File: src/rtl/lab0_vector_seq.sv
// Clocked sweep of all eight {a,b,c} vectors into lab0, checking y/z against parameterised truth tables.
// Define LAB0_VSEQ_RESP_EN to build the 16-bit response capture register; otherwise resp reads zero.
module lab0_vector_seq #(
  parameter int          HOLD_CYCLES = 1,
  parameter logic [7:0]  EXP_Y       = 8'hE8,
  parameter logic [7:0]  EXP_Z       = 8'h96
) (
  input  logic        clk,
  input  logic        reset,
  input  logic        start,
  output logic        a,
  output logic        b,
  output logic        c,
  input  logic        y,
  input  logic        z,
  output logic        busy,
  output logic        done,
  output logic        pass,
  output logic [3:0]  err_count,
  output logic [2:0]  fail_vec,
  output logic [15:0] resp
);

  typedef enum logic [1:0] {IDLE, DRIVE, DONE} state_t;

  localparam logic [3:0] LAST_HOLD = 4'(HOLD_CYCLES - 1);

  state_t     state;
  state_t     nextState;
  logic [2:0] idx;
  logic [3:0] holdCnt;
  logic [3:0] errCount;
  logic [2:0] failVec;
  logic       sampleEdge;
  logic       launch;
  logic       mismatch;

  assign sampleEdge = (state == DRIVE) && (holdCnt == LAST_HOLD);
  assign launch     = (state != DRIVE) && start;
  assign mismatch   = (y != EXP_Y[idx]) || (z != EXP_Z[idx]);

  always_ff @(posedge clk) begin
    if (reset)
      state <= IDLE;
    else
      state <= nextState;
  end

  always_comb begin
    nextState = state;
    case (state)
      IDLE:    if (start) nextState = DRIVE;
      DRIVE:   if (sampleEdge && idx == 3'd7) nextState = DONE;
      DONE:    if (start) nextState = DRIVE;
      default: nextState = IDLE;
    endcase
  end

  // Everything visible is decoded from registered state, so no input reaches an output combinationally.
  always_comb begin
    busy      = (state == DRIVE);
    done      = (state == DONE);
    pass      = (state == DONE) && (errCount == 4'd0);
    {a, b, c} = (state == DRIVE) ? idx : 3'd0;
  end

  always_ff @(posedge clk) begin
    if (reset || launch) begin
      idx      <= 3'd0;
      holdCnt  <= 4'd0;
      errCount <= 4'd0;
      failVec  <= 3'd0;
    end else if (state == DRIVE) begin
      if (sampleEdge) begin
        idx     <= idx + 3'd1;
        holdCnt <= 4'd0;
        if (mismatch) begin
          errCount <= errCount + 4'd1;
          if (errCount == 4'd0)
            failVec <= idx;
        end
      end else begin
        holdCnt <= holdCnt + 4'd1;
      end
    end
  end

  assign err_count = errCount;
  assign fail_vec  = failVec;

`ifdef LAB0_VSEQ_RESP_EN
  logic [15:0] respReg;

  // Capture every sampled pair regardless of match, so a failing lab0 can be diagnosed from one sweep.
  always_ff @(posedge clk) begin
    if (reset || launch)
      respReg <= 16'h0000;
    else if (sampleEdge) begin
      respReg[{idx, 1'b1}] <= y;
      respReg[{idx, 1'b0}] <= z;
    end
  end

  assign resp = respReg;
`else
  assign resp = 16'h0000;
`endif

endmodule

File: config.mk
export PLATFORM = sky130hd
export DESIGN_NAME = lab0_vector_seq
export DESIGN_NICKNAME = d
export VERILOG_FILES = /design/src/rtl/lab0_vector_seq.sv
export SDC_FILE = /design/constraint.sdc
export NUM_CORES = 1
export LEC_CHECK = 0
export ABC_AREA = 1
export ABC_CLOCK_PERIOD_IN_PS = 4700
export CORE_MARGIN = 2
export CORE_UTILIZATION = 55
export DETAILED_ROUTE_END_ITERATION = 12
export DONT_BUFFER_PORTS = 1
export PLACE_DENSITY = 0.66
export SYNTH_ARGS = -nofsm -noshare
export SYNTH_HDL_FRONTEND = slang
export SYNTH_SLANG_ARGS = --single-unit
File: constraint.sdc
create_clock -name clk -period 4.7 [get_ports clk]
set_clock_uncertainty 0.05 [all_clocks]
set_input_delay 0 -clock clk [delete_from_list [all_inputs] [get_ports clk]]
set_output_delay 0 -clock clk [all_outputs]
set_load 0.02 [all_outputs]
After elaboration in Yosys (flattened, before gate mapping). Memories as Yosys holds them, arrays and structs flattened. A register that Yosys moved wholly into a read port is not among the register bits. Cells that the tools add are included.

Add/sub/neg operators: 3. $mul: 0. Div/mod/pow operators: 0. $lt $le $gt $ge: 1. Equal/unequal tests: 8. Shift-type cells: 0. Muxes and demuxes: 11. Bitwise logic cells: 0. Reductions and logical operators: 14.

Operators with widths (number): 2-to-1 mux 3 bit (5); adder 4 x 1 -> 4 bit (second input constant) (2); zero test 4 bit (2); inequality test 2 x 1 -> 1 bit (second input constant) (3); logical AND 1 bit (4); less-than comparator 3 x 4 -> 1 bit (second input constant) (1); 2-to-1 mux 2 bit (2); 2-to-1 mux 4 bit (1); one-hot mux 2 bit (2 select lines) (1); AND reduction 2 bit (2); AND reduction 4 bit (1); adder 3 x 1 -> 3 bit (second input constant) (1); equality test 3 bit (second input constant) (1); AND reduction 3 bit (1); equality test 2 x 1 -> 1 bit (second input constant) (1); equality test 2 bit (second input constant) (1); zero test 2 bit (1); logical OR 1 bit (2); 2-to-1 mux 1 bit (2); inequality test 1 bit (2); OR reduction 2 bit (1).

Register bits: 16. Latch bits: 0. Memory bits (writable): 0. Bits in read-only memories: 16. Input port bits: 5. Output and inout port bits: 29. Logic and storage cells: 44. Memories: 2.

Memories: (name not given) (depth 8, width 1, read ports 1, clocked after memory_dff 1, write ports 0, RTL line 40) `assign mismatch = (y != EXP_Y[idx]) || (z != EXP_Z[idx]);`; (name not given) (depth 8, width 1, read ports 1, clocked after memory_dff 1, write ports 0, RTL line 40).

Logic depth before layout (Yosys ltp).
Depth after elaboration: 5. Depth in mapped cells: 12. Mapped depth without buffers: 11.

Worst setup path after synthesis. Ideal clock, no wire load.

Path kind: flip-flop to flip-flop. Start point: reg holdCnt[0]. End point: reg (tool-made name). Library setup time: 0.113 ns. Data arrival time: 1.563 ns. Required time: 4.537 ns. Path slack: 2.974 ns. Cell stages (with the launch flop): 13. Buffers on the path: 1. Period minus slack after synthesis: 1.726 ns. Cells stage by stage: dfxtp_1 -> inv_1 -> ha_1 -> nand2_1 -> nor2_4 -> buf_6 -> nor2_1 -> nor3_2 -> inv_2 -> ha_1 -> inv_1 -> nand4_1 -> nand2_1.

RTL lines: start: declaration (RTL line 31) `logic [3:0] holdCnt;`; start signal: assignment (RTL line 83) `holdCnt <= holdCnt + 4'd1;`.

==> out/metrics.csv <==
stage,metric,value,unit
run_status,status,completed,
critical_path,crit path launch type,register,
placed_design,Post-DP Area,1090,um^2
sta,final hold violations,0,
die,Die X,49.3,um
synthesis,Post-synth top cells,"nand2_1, inv_1, nor2_1",
critical_path,crit path capture type,register,
sta,PnR worst setup slack,2.77,ns
clocking,cts repair resizes,0,
drt,Routed WL per cell,10.1,um
cells_and_area,Area growth syn-to-layout,0.999,%
sta,period utilization,41.1,%
synthesis,Synth Instances,160,
clocking,worst skew pair latency,0.29,ns
drt,met2 wire length,912,um
cells_and_area,diodes inserted,0,
synthesis,dominant synthesized flop cell,dfxtp_1,
pwr,overall power,0.000322,W
critical_path,worst-path maximum fanout,12,
synthesis,Synth Register Bits,18,
drt,vias per cell,4.70,
clocking,clock-pin slew of the registers on the worst-case setup and hold paths,0.10,ns
sta,Pins Over Slew Limit,0,
die,row cnt,16,
clocking,CTS tree,built,
grt,total grt overflow,0,
synthesis,area share of the leading cell type in the synthesized netlist,32.0,%
clocking,TritonCTS buffer count,3,
placed_design,GP Congestion,0.764,
die,Core Footprint,1940,um^2
clocking,CTS root buffer,clkbuf_4,
drt,Antenna Nets Post-Route,0,
synthesis,largest area contributor in the netlist,dfxtp_1,
sta,Slew headroom,60.8,%
pwr,power density cells,283,nW/um^2
synthesis,Async SR Flop Fraction,0,%
grt,vias in the first global route,811,
drt,Total Wirelength,1930,um
sta,fmax,518,MHz
clocking,CTS H-tree depth,1,
cells_and_area,Multi-input gate area,581,um^2
sta,RSZ-0062 raised after global routing,no,
critical_path,Crit path required time,4.89,ns
worst_hold_path,Hold Path Class,in2reg,
drt,DRT met1 WL,847,um
drt,DRC Markers,0,
drt,routed vias,898,
pwr,Peak VDD IR,193,uV
cells_and_area,fill count,208,
critical_path,Worst Path Arrival,2.12,ns
synthesis,Syn. warnings,0,
grt,largest net degree at the start of global routing,13,
critical_path,critical path type,reg2reg,
synthesis,post-synth cell types,25,
die,die area,2430,um^2
cells_and_area,final core occ,58.6,%
die,Die Ht,49.3,um
cells_and_area,layout cells sized above 1,6.71,%
grt,first-pass GRT wire length,3290,um
placed_design,dpl ws,2.77,ns
drt,Top Layer Used,met4,
grt,Tot GR Track Use,17.5,%
cells_and_area,nets,179,
placed_design,DPL Wire Length,1480,um
die,Initial Util,58.1,%
sta,worst slew pin tran,0.587,ns
synthesis,"EDFF count, synth",0,
placed_design,IO buf count,0,
run,# Max-Cap Violations,0,
synthesis,Syn Area/Cell,7.05,um^2
drt,WL met3,126,um
drt,DRT iter0 DRCs,12,
cells_and_area,post-layout instance area,1140,um^2
sta,Sum Neg Setup Slack,0,ns
synthesis,synthesized area,1130,um^2
synthesis,Synth area leaders,"dfxtp_1, nand2_1, buf_4",
synthesis,cell with the most instances after synthesis,nand2_1,
clocking,setup bufs post-CTS,0,
die,Ports,34,
sta,setup violators final,0,
synthesis,register area share after synthesis,32.0,%
drt,First-pass DRT Iterations,4,
clocking,Sink Count,18,
clocking,CTS Buffer Depth,2,
cells_and_area,sequential cell area,360,um^2
grt,initial antenna violation count,0,
sta,crit path time final,1.93,ns
pwr,leakage power,0.567,nW
## per-layer routing
metal	GRT usage [%]	up-vias
li1	-	466
met1	21.4	398
met2	29.1	29
met3	3.68	5
met4	8.57	0
met5	0	-
## logic make-up after synthesis
logic type,after synthesis,synth area share (%)
AOI/OAI and AO/OA,10,5.44
xor gates and xnor gates,3,2.33
adders and majority gates,8,8.88
buffers and inverters,46,21.5
DFF,18,32.0
other,1,0.333
and+or+nand+nor,74,29.5
## worst max-delay path, stage by stage (launching register included)
cell and delay, ns:
dfxtp_1 0.35, inv_1 0.07, ha_1 0.16, nand2_1 0.10, nor2_4 0.26, nor2_1 0.11
nor3_2 0.22, inv_2 0.04, ha_1 0.30, inv_1 0.06, nand4_1 0.09, nand2_1 0.07
## area by class of cell
class / instances / share of cell area [%]
multi-input cells: 111 / 51.0
flip-flops and latches: 18 / 31.6
inverters: 29 / 9.78
clock buffers: 3 / 1.98
well taps: 27 / 2.97
repair buffers: 3 / 2.64
## power breakdown
part / internal, W / leakage (nW) / total [W] / switching, W
Clock: 0.0000298 / 0.0138 / 0.0000750 / 0.0000451
Sequential: 0.000161 / 0.146 / 0.000173 / 0.0000114
Combinational: 0.0000209 / 0.407 / 0.0000745 / 0.0000536
Total: 0.000212 / 0.567 / 0.000322 / 0.000110
## path summary, 6_finish.rpt
| kind | from | to | slack [ns] | depth (start not counted) |
|---|---|---|---|---|
| worst max-delay path | holdCnt[0] | register | 2.77 | 11 |
| worst min-delay path | y | err_count[2] | 0.11 | 5 |
| worst max register to register | holdCnt[0] | register | 2.77 | 11 |
| worst min register to register | holdCnt[1] | holdCnt[1] | 0.47 | 2 |
## cell usage in the layout, fill, tap and decap left out
master / instances
a21oi_1: 6
a21oi_4: 1
and2_1: 1
clkbuf_4: 3
conb_1: 16
dfxtp_1: 18
dlygate4sd3_1: 3
ha_1: 8
inv_1: 26
inv_2: 2
inv_4: 1
nand2_1: 34
nand2_4: 1
nand3_1: 6
nand4_1: 6
nor2_1: 20
nor2_4: 1
nor3_1: 2
nor3_2: 1
nor3b_1: 1
o21ai_0: 2
o21ai_1: 1
or2_2: 1
xnor2_1: 1
xor2_1: 2
## through the flow
step,hold slack [ns],cells
2_1_floorplan,0.0191,175
3_3_place_gp,0.0212,185
3_5_place_dp,0.0227,185
4_1_cts,0.104,191
5_1_grt,0.158,191
6_report,0.111,191
## repair_timing
item | 4_1_cts | 5_1_grt
endpoints found under the setup margin | 0 | 0
hold buffers | 3 | 0
endpoints found under the hold margin | 17 | 0
No activity file was read; power rests on OpenSTA's default activity.
